[src/rtl/div_arbiter_pkg.sv]
// div_arbiter_pkg: FSM state encodings and defaults shared by the divider arbiter.
package div_arbiter_pkg;
  typedef enum logic [1:0] {
    IDLE  = 2'd0,
    ISSUE = 2'd1,
    WAIT  = 2'd2
  } state_e;
  localparam int TIMEOUT_CYCLES_DEF = 63;
endpackage

[src/rtl/div_arbiter_rr_arbiter.sv]
// rr_arbiter: round-robin priority select; the first set request at or above ptr_i wins, with wrap-around.
module rr_arbiter #(
  parameter int N = 4,
  parameter int W = 2
) (
  input  logic [N-1:0] req_i,
  input  logic [W-1:0] ptr_i,
  output logic [N-1:0] gnt_o,
  output logic [W-1:0] idx_o
);
  logic [W-1:0] k;
  always_comb begin
    gnt_o = '0;
    idx_o = '0;
    k = '0;
    for (int i = N - 1; i >= 0; i--) begin
      k = W'((int'(ptr_i) + i) % N);
      if (req_i[k]) begin
        gnt_o = '0;
        gnt_o[k] = 1'b1;
        idx_o = k;
      end
    end
  end
endmodule

[src/rtl/div_arbiter.sv]
// div_arbiter: shares one iterative divider among NUM_REQ requesters, one divide in flight.
// Optional watchdog on the divider writeback is enabled with `define DIV_ARB_TIMEOUT_EN.
module div_arbiter
  import div_arbiter_pkg::*;
#(
  parameter int NUM_REQ   = 4,
  parameter int REQ_IDX_W = 2
`ifdef DIV_ARB_TIMEOUT_EN
  , parameter int TIMEOUT_CYCLES = TIMEOUT_CYCLES_DEF
`endif
) (
  input  logic                    clk_i,
  input  logic                    rst_i,
  input  logic [NUM_REQ-1:0]      req_valid_i,
  output logic [NUM_REQ-1:0]      req_ready_o,
  input  logic [NUM_REQ*32-1:0]   req_opcode_i,
  input  logic [NUM_REQ*32-1:0]   req_pc_i,
  input  logic [NUM_REQ*5-1:0]    req_rd_idx_i,
  input  logic [NUM_REQ*32-1:0]   req_ra_operand_i,
  input  logic [NUM_REQ*32-1:0]   req_rb_operand_i,
  input  logic [NUM_REQ-1:0]      kill_i,
  output logic                    div_valid_o,
  output logic [31:0]             div_opcode_o,
  output logic [31:0]             div_pc_o,
  output logic [4:0]              div_rd_idx_o,
  output logic [31:0]             div_ra_operand_o,
  output logic [31:0]             div_rb_operand_o,
  input  logic                    div_wb_valid_i,
  input  logic [31:0]             div_wb_value_i,
  output logic                    wb_valid_o,
  output logic [REQ_IDX_W-1:0]    wb_req_o,
  output logic [4:0]              wb_rd_idx_o,
  output logic [31:0]             wb_value_o,
  output logic                    busy_o,
  output logic                    err_timeout_o
);
  state_e                 state_q;
  logic [REQ_IDX_W-1:0]   rr_ptr_q, rr_ptr_d, owner_q, gnt_idx;
  logic [NUM_REQ-1:0]     gnt;
  logic                   discard_q, div_valid_q, wb_valid_q, err_q, hs, kill_own, to_hit;
  logic [31:0]            opc [NUM_REQ];
  logic [31:0]            pc [NUM_REQ];
  logic [4:0]             rd [NUM_REQ];
  logic [31:0]            ra [NUM_REQ];
  logic [31:0]            rb [NUM_REQ];
  for (genvar g = 0; g < NUM_REQ; g++) begin : g_slot
    assign opc[g] = req_opcode_i[g*32 +: 32];
    assign pc[g]  = req_pc_i[g*32 +: 32];
    assign rd[g]  = req_rd_idx_i[g*5 +: 5];
    assign ra[g]  = req_ra_operand_i[g*32 +: 32];
    assign rb[g]  = req_rb_operand_i[g*32 +: 32];
  end
  rr_arbiter #(.N(NUM_REQ), .W(REQ_IDX_W)) u_rr (
    .req_i (req_valid_i),
    .ptr_i (rr_ptr_q),
    .gnt_o (gnt),
    .idx_o (gnt_idx)
  );
  // Gated by rst_i so every output reads 0 while reset is held.
  assign req_ready_o = (state_q == IDLE && !rst_i) ? gnt : '0;
  assign hs          = |req_ready_o;
  assign kill_own    = kill_i[owner_q];
  assign rr_ptr_d    = (gnt_idx == REQ_IDX_W'(NUM_REQ - 1)) ? '0 : gnt_idx + 1'b1;
  assign busy_o      = state_q != IDLE;
  assign div_valid_o = div_valid_q;
  assign wb_valid_o  = wb_valid_q;
`ifdef DIV_ARB_TIMEOUT_EN
  localparam int CW = $clog2(TIMEOUT_CYCLES + 1);
  logic [CW-1:0] cnt_q;
  always_ff @(posedge clk_i or posedge rst_i) begin
    if (rst_i) cnt_q <= '0;
    else       cnt_q <= (state_q == WAIT) ? cnt_q + 1'b1 : '0;
  end
  assign to_hit = (state_q == WAIT) && (cnt_q == CW'(TIMEOUT_CYCLES - 1));
`else
  assign to_hit = 1'b0;
`endif
  assign err_timeout_o = err_q;
  always_ff @(posedge clk_i or posedge rst_i) begin
    if (rst_i) begin
      state_q          <= IDLE;
      rr_ptr_q         <= '0;
      owner_q          <= '0;
      discard_q        <= 1'b0;
      div_valid_q      <= 1'b0;
      div_opcode_o     <= '0;
      div_pc_o         <= '0;
      div_rd_idx_o     <= '0;
      div_ra_operand_o <= '0;
      div_rb_operand_o <= '0;
      wb_valid_q       <= 1'b0;
      wb_req_o         <= '0;
      wb_rd_idx_o      <= '0;
      wb_value_o       <= '0;
      err_q            <= 1'b0;
    end else begin
      div_valid_q <= 1'b0;
      wb_valid_q  <= 1'b0;
      err_q       <= 1'b0;
      case (state_q)
        IDLE: if (hs) begin
          div_opcode_o     <= opc[gnt_idx];
          div_pc_o         <= pc[gnt_idx];
          div_rd_idx_o     <= rd[gnt_idx];
          div_ra_operand_o <= ra[gnt_idx];
          div_rb_operand_o <= rb[gnt_idx];
          owner_q          <= gnt_idx;
          rr_ptr_q         <= rr_ptr_d;
          discard_q        <= kill_i[gnt_idx];
          div_valid_q      <= 1'b1;
          state_q          <= ISSUE;
        end
        ISSUE: begin
          discard_q <= discard_q | kill_own;
          state_q   <= WAIT;
        end
        WAIT: if (div_wb_valid_i) begin
          wb_valid_q  <= !(discard_q | kill_own);
          wb_req_o    <= owner_q;
          wb_rd_idx_o <= div_rd_idx_o;
          wb_value_o  <= div_wb_value_i;
          state_q     <= IDLE;
        end else begin
          discard_q <= discard_q | kill_own;
          if (to_hit) begin
            err_q   <= 1'b1;
            state_q <= IDLE;
          end
        end
        default: state_q <= IDLE;
      endcase
    end
  end
endmodule

[config.mk]
export PLATFORM = sky130hd
export DESIGN_NAME = div_arbiter
export DESIGN_NICKNAME = d
export VERILOG_FILES = /design/src/rtl/div_arbiter_pkg.sv /design/src/rtl/div_arbiter_rr_arbiter.sv /design/src/rtl/div_arbiter.sv
export SDC_FILE = /design/constraint.sdc
export NUM_CORES = 1
export LEC_CHECK = 0
export ABC_AREA = 1
export BUFFER_PORTS_ARGS = -buffer_cell sky130_fd_sc_hd__buf_2
export CAP_MARGIN = 30
export CELL_PAD_IN_SITES_DETAIL_PLACEMENT = 0
export CELL_PAD_IN_SITES_GLOBAL_PLACEMENT = 1
export CORE_AREA = 2 2 291 293
export DETAILED_ROUTE_END_ITERATION = 7
export DIE_AREA = 0 0 293 295
export PLACE_DENSITY_LB_ADDON = 0.1
export SLEW_MARGIN = 20
export SYNTH_ARGS = -nofsm -noshare
export SYNTH_HDL_FRONTEND = slang
export SYNTH_SLANG_ARGS = --single-unit
[constraint.sdc]
create_clock -name clk_i -period 8.6 [get_ports clk_i]
set_input_delay 1.72 -clock clk_i [delete_from_list [all_inputs] [get_ports clk_i]]
set_output_delay 1.72 -clock clk_i [all_outputs]
set_load 0.005 [all_outputs]
# [Word level (Yosys, flattened, before mapping)]
# Cells that the tools add are included.
[op_classes] n_addsub=4 multipliers=0 div=0 n_lt_le_gt_ge=11 n_eq_ne=6 n_shift=0 n_mux=55 bitwise=2 reduce_logical=15
[ops] cell="binary-select mux 32 bit (select 2 bit)" n=4
[ops] cell="two-way mux 32 bit" n=8
[ops] cell="two-way mux 4 bit" n=5
[ops] cell="less-than comparator 2 x 3 -> 1 bit, second input constant" n=6
[ops] cell="two-way mux 1 bit" n=16
[ops] cell="two-way mux 2 bit" n=7
[ops] cell="binary-select mux 1 bit (select 2 bit)" n=6
[ops] cell="binary-select mux 5 bit (select 2 bit)" n=1
[ops] cell="two-way mux 5 bit" n=2
[ops] cell="demux 1 bit (select 2 bit)" n=4
[ops] cell="greater-or-equal comparator 2 x 1 -> 1 bit, second input constant" n=4
[ops] cell="!= test 2 bit, second input constant" n=3
[ops] cell="case mux 2 bit (3 select lines)" n=1
[ops] cell="AND reduction 2 bit" n=3
[ops] cell="logical AND 1 bit" n=5
[ops] cell="adder 2 x 1 -> 2 bit, second input constant" n=2
[ops] cell="adder 2 bit, second input constant" n=2
[ops] cell="== test 2 bit, second input constant" n=2
[ops] cell="OR reduction 4 bit" n=1
[ops] cell="greater-or-equal comparator 3 bit, second input constant" n=1
[ops] cell="NOT 2 -> 3 bit" n=1
[ops] cell="case mux 1 bit (3 select lines)" n=1
[ops] cell="AND reduction 3 bit" n=1
[ops] cell="nonzero test 3 bit" n=1
[ops] cell="5 further kinds" n=6
[word_totals] regBits=181 latch_bits=0 ram_bits=0 mem_bits_ro=0 output_inout_bits=180 word_cells=107 memories=0

# [Depth between registers and ports, before layout]
# Gate-level depths: netlist (run 1).
[logic_depth] depth_word=13 ltp_mapped=19 ltp_nobuf=17

# [Modules after synthesis]
# Synthesis (run 1) repeated with hierarchy kept, for this count alone.
[unflattened] hier_cells=1640 area_unflattened_um2=11175.7
[modules_own_cells] mod="div_arbiter" n_inst=1 cells_each=1557 area_each_um2=10717.8 seq_area_each_um2=4529.3
[modules_own_cells] mod="rr_arbiter" n_inst=1 cells_each=83 area_each_um2=457.9 seq_area_each_um2=0.0

# [Worst setup path after synthesis (run 1)]
# OpenSTA, ideal clock, no wires.
[synth_path] kind="input -> output" startpoint="input port req_valid_i[3]" endpoint="output port req_ready_o[1]" arrival_time_ns=2.489 required_time_ns=6.880 setup_slack_ns=4.391 cell_stages=10 path_cell_list="inv_1 -> nand2_1 -> nand3_2 -> nand2_2 -> inv_2 -> nand2_1 -> nor2_1 -> nand2_1 -> nand2_1 -> inv_1"
[synth_via] elab_chain_len=7
[synth_lines] element="from (decl)" line_no="div_arbiter.sv:14" source="input logic [NUM_REQ-1:0] req_valid_i,"
[synth_lines] element="binary-select mux 1 bit (select 2 bit)" line_no="div_arbiter_rr_arbiter.sv:18" source="if (req_i[k]) begin"
[synth_lines] element="two-way mux 1 bit (implied by the code)" line_no="div_arbiter_rr_arbiter.sv:18"
[synth_lines] element="two-way mux 4 bit (3 in series)" line_no="div_arbiter_rr_arbiter.sv:18"
[synth_lines] element="two-way mux 4 bit *" line_no="div_arbiter_rr_arbiter.sv:18"
[synth_lines] element="two-way mux 4 bit *" line_no="div_arbiter.sv:60" source="assign req_ready_o = (state_q == IDLE && !rst_i) ? gnt : '0;"
[synth_lines] element="to (decl)" line_no="div_arbiter.sv:15" source="output logic [NUM_REQ-1:0] req_ready_o,"
# Mark *: on every way between the ends. The rest lies on a longest branch, timed or not. The select of a mux whose other input is x is not followed.

# [Worst setup path in the final report (run 1)]
# Ends and elaborated chain as after synthesis.

==> flow_summary_export.csv, run 1 <==
group,metric,value,unit
die,die_w,293,microns
sta,timing.final.hold_violations,0,
clocking,tritoncts,"done",
routing,drc,0,
worst_setup_path,crit_path_start,"req_valid_i[3]",
global_route,grt_max_degree,168,
final_layout,layout-drive-gt1-share,32.1,%
yosys,ys_types,33,
worst_setup_path,critPathLaunchType,"input port",
clocking,hold_buffers,0,
pwr,vdd_ir_drop_max,0.571,mV
clocking,cts_root_buf,"clkbuf_16",
routing,totalWireLength,67.8,mm
yosys,syn_area,12100,sq um
pwr,p_per_area,515,nW/um^2
clocking,clkSinkCount,181,
pwr,clkPwrFrac,10.3,%
routing,num_vias,14500,
final_layout,layoutNonFillerInstCount,3674,
clocking,h-tree-depth,4,
sta,period_share,54.3,%
yosys,synthArstFlopShare,100,%
pwr,power_frac_seq,17.3,%
worst_hold_path,min_from,"div_opcode_o[31]$_DFFE_PP0P_",
pwr,combPwrFrac,72.4,%
die,io_pins,755,
sta,rsz0062_at_grt,"no",
clocking,worst_skew_pair.late_latency,0.49,ns
sta,maxSlewViolCount,0,
worst_setup_path,r2r-start,"rr_ptr_q[0]$_DFFE_PP0P_",
routing,drt-pass1-iter-count,4,
yosys,yosysSeqAreaShare,37.5,%
final_layout,fin_nets,3156,
clocking,cts_buffers,17,
clocking,cts_resized,0,
global_route,grt_pass1_vias,14700,
routing,drt_iter0_drc,596,
yosys,ys_ff_latch,181,
yosys,synth_nets,2494,
global_route,antenna_found_initial,33,
clocking,cts_setup_buffers,0,
worst_hold_path,hp-class,"register to register",
place,hpwl,51.6,mm
final_layout,fin_util,20.8,%
sta,relSlewSlack,30.8,%
global_route,track_usage,15.2,%
die,die_h,295,microns
sta,fin_skew,0.0161,ns
routing,wl_per_cell,18.4,microns
sta,tightest_slew,1.04,ns
job,drv_cap,0,
pwr,sw_frac_of_total,57.2,%
pwr,p_sw,5110,uW
sta,period_needed,4.67,ns
yosys,synth_cells,1906,
global_route,overflow,0,
yosys,synth-edff-count,0,
pwr,p_leak,0.0100,uW
routing,viasPerCell,3.94,
yosys,ys.flop_type,"dfrtp_1",
status,outcome,"completed",
yosys,syn_avg_cell_area,6.33,sq um
worst_setup_path,worstPathMaxFanout,7,
global_route,grt_pass1_wl,97.5,mm
yosys,yosys_warnings,0,
clocking,clockBufferDepth,2,
clocking,clkTransAtPathRegs,0.08,ns
final_layout,area_growth,43.7,%
place,port_buffers,753,
worst_setup_path,end_kind,"output pin",
worst_setup_path,worstPathArrival,2.95,ns
worst_setup_path,crit_type,"input port to output pin",
die,num_rows,106,
pwr,p_int,3820,uW
sta,tns,0,ns
place,routabilityCongestion,0.809,
place,post-place-cells,3627,
sta,max_clock_freq,214,MHz
pwr,finalPower,8930,uW
sta,setup_viol,0,
die,initial_core_util,14.5,%
worst_setup_path,worstPathRequired,6.88,ns
die,die_area,86400,sq um
routing,ant_nets,0,
die,core-area,83200,sq um
==> critical path, cell delays in order <==
cell and delay [ns]:
buf_2 0.10, inv_1 0.06, nand2_1 0.09, nand3_2 0.16
nand2_2 0.15, inv_2 0.11, nand2_1 0.05, nor2_1 0.09
nand2_1 0.07, nand2_1 0.16, inv_1 0.06, buf_2 0.13
==> cells by family (layout without fill, tap and decap cells) <==
logic type | Yosys count | in the layout | synth area share (%)
AND/OR/NAND/NOR | 985 | 985 | 31.6
AO/OA/AOI/OAI | 426 | 426 | 18.0
buffers and inverters | 300 | 975 | 11.5
flip-flops | 181 | 181 | 37.5
adder cells (fa/ha/maj) | 13 | 13 | 1.35
other | 1 | 14 | 0.0311
==> power groups by stage <==
stage	registers (uW)	logic, uW	clock network (uW)
finish	1540	6470	922
global route	1600	7540	994
CTS	1550	6700	972
detailed placement	1560	6680	0
global placement	1560	6670	0
floorplan	1580	4630	0
==> layout by cell type, fill, tap and decap left out, types with 2 or more instances in the layout <==
cell          n
o21ai_0     265
nor2_1      262
clkbuf_16    17
buf_4        11
a21oi_1      13
o211ai_1      6
clkinvlp_4    2
nand3_1      17
diode_2      13
o21ai_1     138
bufinv_16     4
buf_2       753
dfrtp_1     181
inv_8         5
ha_1         13
nand3_2       3
nor2_2        9
nand3b_1      2
nand2_2       7
inv_2         3
inv_1       168
clkbuf_8      2
nand2_1     680
buf_12        4
==> area by class of cell <==
cell class	instances	area (sq um)
Antenna cell	13	32.5
Clock buffer	20	457
Clock inverter	12	191
Fill cell	9769	65800
Inverter	175	674
Multi-Input combinational cell	1425	6170
Sequential cell	181	4530
Tap cell	1080	1350
Timing Repair Buffer	768	3930
==> cells in the mapped netlist, types with 13 or more instances <==
cell / number / share of area, %
o21ai_0: 265 / 11
nor2_1: 262 / 8.2
nand2_1: 681 / 21
o21ai_1: 138 / 5.7
nand3_1: 17 / 0.71
dfrtp_1: 181 / 38
a21oi_1: 13 / 0.54
inv_1: 169 / 5.3
buf_2: 54 / 2.2
buf_6: 17 / 1.6
ha_1: 13 / 1.3
clkbuf_1: 41 / 1.3
==> sequential cells by signal, indices dropped and copies added, names as in the netlist <==
register          count
div_rd_idx_o          5
discard_q             1
state_q               2
div_pc_o             32
wb_valid_o            1
owner_q               2
div_opcode_o         32
div_ra_operand_o     32
div_valid_o           1
wb_rd_idx_o           5
wb_value_o           32
div_rb_operand_o     32
wb_req_o              2
rr_ptr_q              2
==> worst paths after layout <==
kind                                                    end  slack [ns]  cells after the start
max                                          req_ready_o[1]        3.93                     12
max reg2reg                div_ra_operand_o[24]$_DFFE_PP0P_        4.30                     18
min reg2reg                    div_opcode_o[31]$_DFFE_PP0P_        0.47                      2
min in group asynchronous          div_pc_o[25]$_DFFE_PP0P_        1.29                      2
max in group asynchronous  div_rb_operand_o[16]$_DFFE_PP0P_        6.19                      4
min                            div_opcode_o[31]$_DFFE_PP0P_        0.47                      2
==> stage by stage <==
| stage | hold slack (ns) | cell area, sq um | setup WS (ns) |
|---|---|---|---|
| 2_1_floorplan | 0.440 | 12100 | 1.96 |
| 3_3_place_gp | 0.457 | 16600 | 3.52 |
| 3_5_place_dp | 0.460 | 16600 | 3.52 |
| 4_1_cts | 0.481 | 17300 | 3.92 |
| 5_1_grt | 0.486 | 17300 | 3.66 |
| 6_report | 0.473 | 17300 | 3.93 |
==> layer usage <==
metal | GRT usage, % | vias to the layer above | share of wire [%]
li1 | - | 7272 | -
met1 | 16.9 | 6697 | 39
met2 | 27.4 | 405 | 52
met3 | 5.09 | 77 | 7.2
met4 | 4.25 | 32 | 1.9
met5 | 0 | - | 0.30
(Power assumes the default switching activity.)
==> run 2, diff against run 1 <==
--- a/config.mk
+++ b/config.mk
@@ -10,9 +10,9 @@
 export CAP_MARGIN = 30
 export CELL_PAD_IN_SITES_DETAIL_PLACEMENT = 0
 export CELL_PAD_IN_SITES_GLOBAL_PLACEMENT = 1
-export CORE_AREA = 2 2 291 293
+export CORE_AREA = 2 2 290 292
 export DETAILED_ROUTE_END_ITERATION = 7
-export DIE_AREA = 0 0 293 295
+export DIE_AREA = 0 0 292 294
 export PLACE_DENSITY_LB_ADDON = 0.1
 export SLEW_MARGIN = 20
 export SYNTH_ARGS = -nofsm -noshare
==> constraint.sdc (replaced) <==
create_clock -name clk_i -period 3.92 [get_ports clk_i]
set_input_delay 0.784 -clock clk_i [delete_from_list [all_inputs] [get_ports clk_i]]
set_output_delay 0.784 -clock clk_i [all_outputs]
set_load 0.005 [all_outputs]
==> run 2 against run 1 <==
Net effect:
- sequential power increased by 120%
- non-clock buffer count increased by 24
- power increased by 130%
- core utilization increased by 0.42 points
- first-iteration DRC count increased by 1.3%
- sequential share of layout area decreased by 0.43 points
- cell count increased by 0.60%
- critical path type is now register to output pin
- largest power group unchanged
==> flow_summary_export.csv, run 2 (same netlist as run 1, synthesis figures left out) <==
group,metric,value,unit
status,outcome,"completed",
final_layout,fin_util,21.3,%
clocking,tritoncts,"done",
final_layout,regArea,4530,sq um
worst_setup_path,end_kind,"output pin",
routing,route.met3.wl,4.28,mm
die,die_area,85800,sq um
sta,max_clock_freq,292,MHz
routing,num_vias,14600,
routing,drt_iter0_drc,604,
sta,fin_skew,0.0182,ns
sta,setup_viol,0,
global_route,grt_pass1_wl,98.4,mm
worst_setup_path,critical_path.cell_chain,"inv_2 -> ha_1 -> inv_1 -> nand3_1 -> nand2_1 -> inv_1 -> nor2_1 -> nand3_1 -> nand2_1 -> nand2_1 -> inv_1 -> buf_2",
worst_setup_path,crit_type,"register to output pin",
final_layout,multi_input_area,6170,sq um
final_layout,final_area,17600,sq um
routing,drc,0,
clocking,cts_root_buf,"clkbuf_16",
sta,maxSlewViolCount,0,
die,die_h,294,microns
die,die_w,292,microns
global_route,antenna_found_initial,34,
final_layout,fin_nets,3180,
routing,drt-pass1-iter-count,7,
sta,tightest_slew,0.846,ns
sta,tns,0,ns
routing,wl_met2,35.3,mm
sta,timing.final.hold_violations,0,
place,hpwl,53.2,mm
routing,totalWireLength,68.0,mm
sta,period_needed,3.43,ns
final_layout,layout-drive-gt1-share,32.7,%
pwr,p_leak,0.0102,uW
clocking,h-tree-depth,4,
final_layout,layout_commonest_cell,"buf_2",
worst_setup_path,slowest_stage,"dfrtp_1",
sta,relSlewSlack,43.5,%
job,drv_cap,0,
worst_setup_path,worstPathRequired,3.14,ns
clocking,cts_setup_buffers,0,
final_layout,nFillCells,9618,
routing,viasPerCell,3.94,
sta,rsz0062_at_grt,"no",
worst_setup_path,cp_slowest_stage_delay,0.59,ns
clocking,clockBufferDepth,2,
final_layout,area_growth,46.1,%
die,initial_core_util,14.6,%
worst_setup_path,critPathLaunchType,"register",
place,port_buffers,753,
routing,ant_nets,0,
worst_hold_path,hp-class,"input port to async pin",
global_route,grt_max_degree,84,
place,place_area,17000,sq um
global_route,track_usage,15.4,%
routing,wl_per_cell,18.4,microns
pwr,p_per_area,1160,nW/um^2
place,routabilityCongestion,0.837,
global_route,grt_pass1_vias,15000,
routing,m1WireLength,27.2,mm
clocking,worst_skew_pair.late_latency,0.49,ns
clocking,clkSinkCount,181,
worst_setup_path,worstPathArrival,2.65,ns
pwr,vdd_ir_drop_max,0.749,mV
worst_setup_path,r2r_setup_slack,0.58,ns
final_layout,final_cell_mix,"753 x buf_2, 680 x nand2_1, 265 x o21ai_0, 262 x nor2_1, 181 x dfrtp_1",
routing,highest_layer,"met5",
global_route,overflow,0,
sta,period_share,87.5,%
clocking,cts_resized,0,
pwr,finalPower,20400,uW
die,num_rows,106,
die,core-area,82900,sq um
clocking,clkTransAtPathRegs,0.08,ns
die,io_pins,755,
clocking,hold_buffers,0,
clocking,cts_buffers,17,
worst_setup_path,worstPathMaxFanout,10,
[run 2: path summary, 6_finish.rpt]
kind	startpoint	to	cells after the start
setup / recovery	rr_ptr_q[0]$_DFFE_PP0P_	req_ready_o[1]	12
hold / removal	rst_i	wb_value_o[30]$_DFFE_PP0P_	2
hold reg to reg	wb_value_o[4]$_DFFE_PP0P_	wb_value_o[4]$_DFFE_PP0P_	2
min in group clk_i	wb_value_o[4]$_DFFE_PP0P_	wb_value_o[4]$_DFFE_PP0P_	2
max in group asynchronous	rst_i	div_rb_operand_o[0]$_DFFE_PP0P_	3
setup reg to reg	rr_ptr_q[0]$_DFFE_PP0P_	div_opcode_o[29]$_DFFE_PP0P_	17
[run 2: area by class of cell]
cell class                      count  share of cell area [%]
Antenna cell                       13                   0.185
Clock buffer                       18                    2.43
Clock inverter                     12                   0.972
Inverter                          175                    3.80
Multi-Input combinational cell   1425                    35.0
Sequential cell                   181                    25.7
Tap cell                         1080                    7.67
Timing Repair Buffer              792                    24.2
[run 2: metrics by stage]
step / hold WS, ns / setup slack, ns / instances
2_1_floorplan: 0.440 / 0.813 / 1906
4_1_cts: 0.444 / 0.433 / 3683
6_report: 0.446 / 0.490 / 3696
3_5_place_dp: 0.460 / 0.589 / 3653
3_3_place_gp: 0.456 / 0.599 / 3653
5_1_grt: 0.455 / 0.196 / 3692
[run 2: routing by layer]
metal | vias to the layer above | track usage [%]
met5 | - | 0
met4 | 38 | 4.02
met3 | 80 | 4.76
met2 | 409 | 27.9
met1 | 6727 | 17.4
li1 | 7324 | -
[run 2: critical path: cells and delay by family, from the launching register on]
kind	cells	cell delay, ns
AND/OR/NAND/NOR	6	0.69
flip-flops	1	0.59
buffers and inverters	5	0.51
adder cells (fa/ha/maj)	1	0.37
[run 2: report_power, final]
part / internal (uW) / switching, uW / leakage, uW
Clock: 1010 / 907 / 0.000287
Sequential: 2890 / 495 / 0.00225
Combinational: 5070 / 10000 / 0.00766
Total: 8970 / 11400 / 0.0102
==> run 3, diff against run 2 <==
--- a/config.mk
+++ b/config.mk
@@ -10,9 +10,9 @@
 export CAP_MARGIN = 30
 export CELL_PAD_IN_SITES_DETAIL_PLACEMENT = 0
 export CELL_PAD_IN_SITES_GLOBAL_PLACEMENT = 1
-export CORE_AREA = 2 2 290 292
+export CORE_AREA = 2 2 291 293
 export DETAILED_ROUTE_END_ITERATION = 7
-export DIE_AREA = 0 0 292 294
+export DIE_AREA = 0 0 293 295
 export PLACE_DENSITY_LB_ADDON = 0.1
 export SLEW_MARGIN = 20
 export SYNTH_ARGS = -nofsm -noshare
==> constraint.sdc (replaced) <==
create_clock -name clk_i -period 3.5 [get_ports clk_i]
set_input_delay 0.7 -clock clk_i [delete_from_list [all_inputs] [get_ports clk_i]]
set_output_delay 0.7 -clock clk_i [all_outputs]
set_load 0.005 [all_outputs]
==> run 3 against run 2 <==
Net effect:
- worst hold slack worse by 0.20 ns
- sequential share of layout area down 0.19 points
- wire length down 1.6%
- first-iteration DRC count up 3.0%
- core utilization up 0.10 points
- power up 14%
- final area up 0.80%
- via count about the same
- combinational power up 14%
- cell count up 0.19%
- sequential cell count unchanged
- critical endpoint unchanged
- largest cell class unchanged
==> flow_summary_export.csv, run 3 (same netlist as run 1, synthesis figures left out) <==
group,metric,value,unit
sta,max_clock_freq,311,MHz
global_route,grt_pass1_wl,96.2,mm
clocking,clkTransAtPathRegs,0.08,ns
clocking,cts_root_buf,"clkbuf_16",
worst_setup_path,crit_type,"register to output pin",
final_layout,nFillCells,9656,
clocking,cts_buffers,17,
worst_setup_path,end_kind,"output pin",
final_layout,final_cell_mix,"753 x buf_2, 680 x nand2_1, 265 x o21ai_0, 262 x nor2_1, 179 x dfrtp_1",
routing,num_vias,14600,
place,hpwl,53.5,mm
status,outcome,"completed",
sta,fin_skew,0.0137,ns
worst_hold_path,hp-class,"input port to async pin",
sta,tightest_slew,0.754,ns
routing,drt-pass1-iter-count,6,
worst_setup_path,critPathLaunchType,"register",
clocking,h-tree-depth,4,
sta,rsz0062_at_grt,"no",
pwr,finalPower,23200,uW
routing,ant_nets,0,
final_layout,layout-drive-gt1-share,33.1,%
die,die_w,293,microns
routing,totalWireLength,67.0,mm
clocking,clkSinkCount,181,
sta,relSlewSlack,49.6,%
sta,tns,0,ns
place,post-place-cells,3663,
routing,drc,0,
routing,wl_per_cell,18.1,microns
final_layout,area_growth,47.3,%
sta,timing.hold.ws,0.246,ns
global_route,overflow,0,
worst_setup_path,worstPathRequired,2.80,ns
sta,setup_viol,0,
routing,highest_layer,"met5",
global_route,antenna_found_initial,27,
final_layout,fin_nets,3190,
sta,timing.final.hold_violations,0,
global_route,track_usage,15.1,%
die,die_h,295,microns
die,die_area,86400,sq um
pwr,p_per_area,1300,nW/um^2
worst_setup_path,worstPathMaxFanout,7,
pwr,p_leak,0.0103,uW
clocking,tritoncts,"done",
place,routabilityCongestion,0.837,
sta,maxSlewViolCount,0,
sta,period_share,92.0,%
final_layout,layoutNonFillerInstCount,3703,
clocking,clockBufferDepth,2,
place,port_buffers,753,
routing,drt_iter0_drc,622,
die,num_rows,106,
global_route,grt_max_degree,95,
routing,viasPerCell,3.94,
worst_setup_path,r2r_setup_slack,0.49,ns
die,io_pins,755,
final_layout,fin_util,21.4,%
sta,period_needed,3.22,ns
die,core-area,83200,sq um
global_route,grt_pass1_vias,14800,
job,drv_cap,0,
final_layout,layout_commonest_cell,"buf_2",
routing,route.met3.wl,4.59,mm
die,initial_core_util,14.5,%
routing,m1WireLength,26.0,mm
worst_setup_path,worstPathArrival,2.52,ns
pwr,vdd_ir_drop_max,0.807,mV
clocking,worst_skew_pair.late_latency,0.48,ns
routing,wl_met2,34.6,mm
run 3: cell count changes in the layout (fill, tap and decap cells not counted), moves of 2 or more:
cell / previous run / this run
clkinv_2: 0 / 2
buf_12: 17 / 21
diode_2: 13 / 9
dfrtp_1: 181 / 179
clkinv_4: 3 / 1
buf_4: 22 / 28
dfrtp_2: 0 / 2
run 3: worst paths after layout:
kind	from	to	cells past startpoint
max	rr_ptr_q[1]$_DFFE_PP0P_	req_ready_o[1]	12
min	rst_i	div_pc_o[28]$_DFFE_PP0P_	2
min in group clk_i	div_wb_value_i[28]	wb_value_o[28]$_DFFE_PP0P_	3
min reg2reg	div_ra_operand_o[22]$_DFFE_PP0P_	div_ra_operand_o[22]$_DFFE_PP0P_	2
max in group asynchronous	rst_i	div_ra_operand_o[4]$_DFFE_PP0P_	4
max reg2reg	rr_ptr_q[1]$_DFFE_PP0P_	div_rd_idx_o[3]$_DFFE_PP0P_	13
run 3: timing repair:
action,in CTS,in global routing
setup endpoints to repair,0,3
hold buffers,0,0
gates resized for setup,0,2
buffers inserted,0,0
run 3: critical path, cell delays in order, from the launching register on:
cell and delay, ns:
dfrtp_2 0.46, inv_1 0.21, ha_1 0.31, inv_1 0.10, nand3_1 0.11, nand2_1 0.09
inv_1 0.04, nor2_1 0.20, nand3_1 0.11, nand2_1 0.08, nand2_1 0.11, inv_1 0.09
buf_2 0.13
run 3: final cells by class:
| class | instances | area (sq um) | share of cell area [%] |
|---|---|---|---|
| timing repair buffer | 802 | 4400 | 24.8 |
| antenna | 9 | 22.5 | 0.127 |
| clock inverter | 13 | 195 | 1.10 |
| clock buffer | 18 | 429 | 2.42 |
| inverter | 175 | 671 | 3.77 |
| tap | 1080 | 1350 | 7.61 |
| multi-input combinational | 1425 | 6170 | 34.7 |
| sequential | 181 | 4530 | 25.5 |
run 3: metal layers:
metal	vias up	global-route usage [%]
met5	-	0
met1	6631	16.7
met4	34	4.88
met3	96	4.76
li1	7340	-
met2	475	27.2
run 3: per-stage QoR:
stage               worst slack [ns]  area, sq um
floorplan                      0.477        12100
global placement               0.299        17100
detailed placement             0.251        17100
CTS                           0.0922        17700
global route                  0.0165        17800
finish                         0.281        17800
run 3: report_power, final:
| group | leakage, uW | switching, uW | internal (uW) |
|---|---|---|---|
| registers | 0.00225 | 547 | 3240 |
| clock network | 0.000305 | 989 | 1210 |
| logic | 0.00772 | 11300 | 5890 |
| total | 0.0103 | 12800 | 10300 |
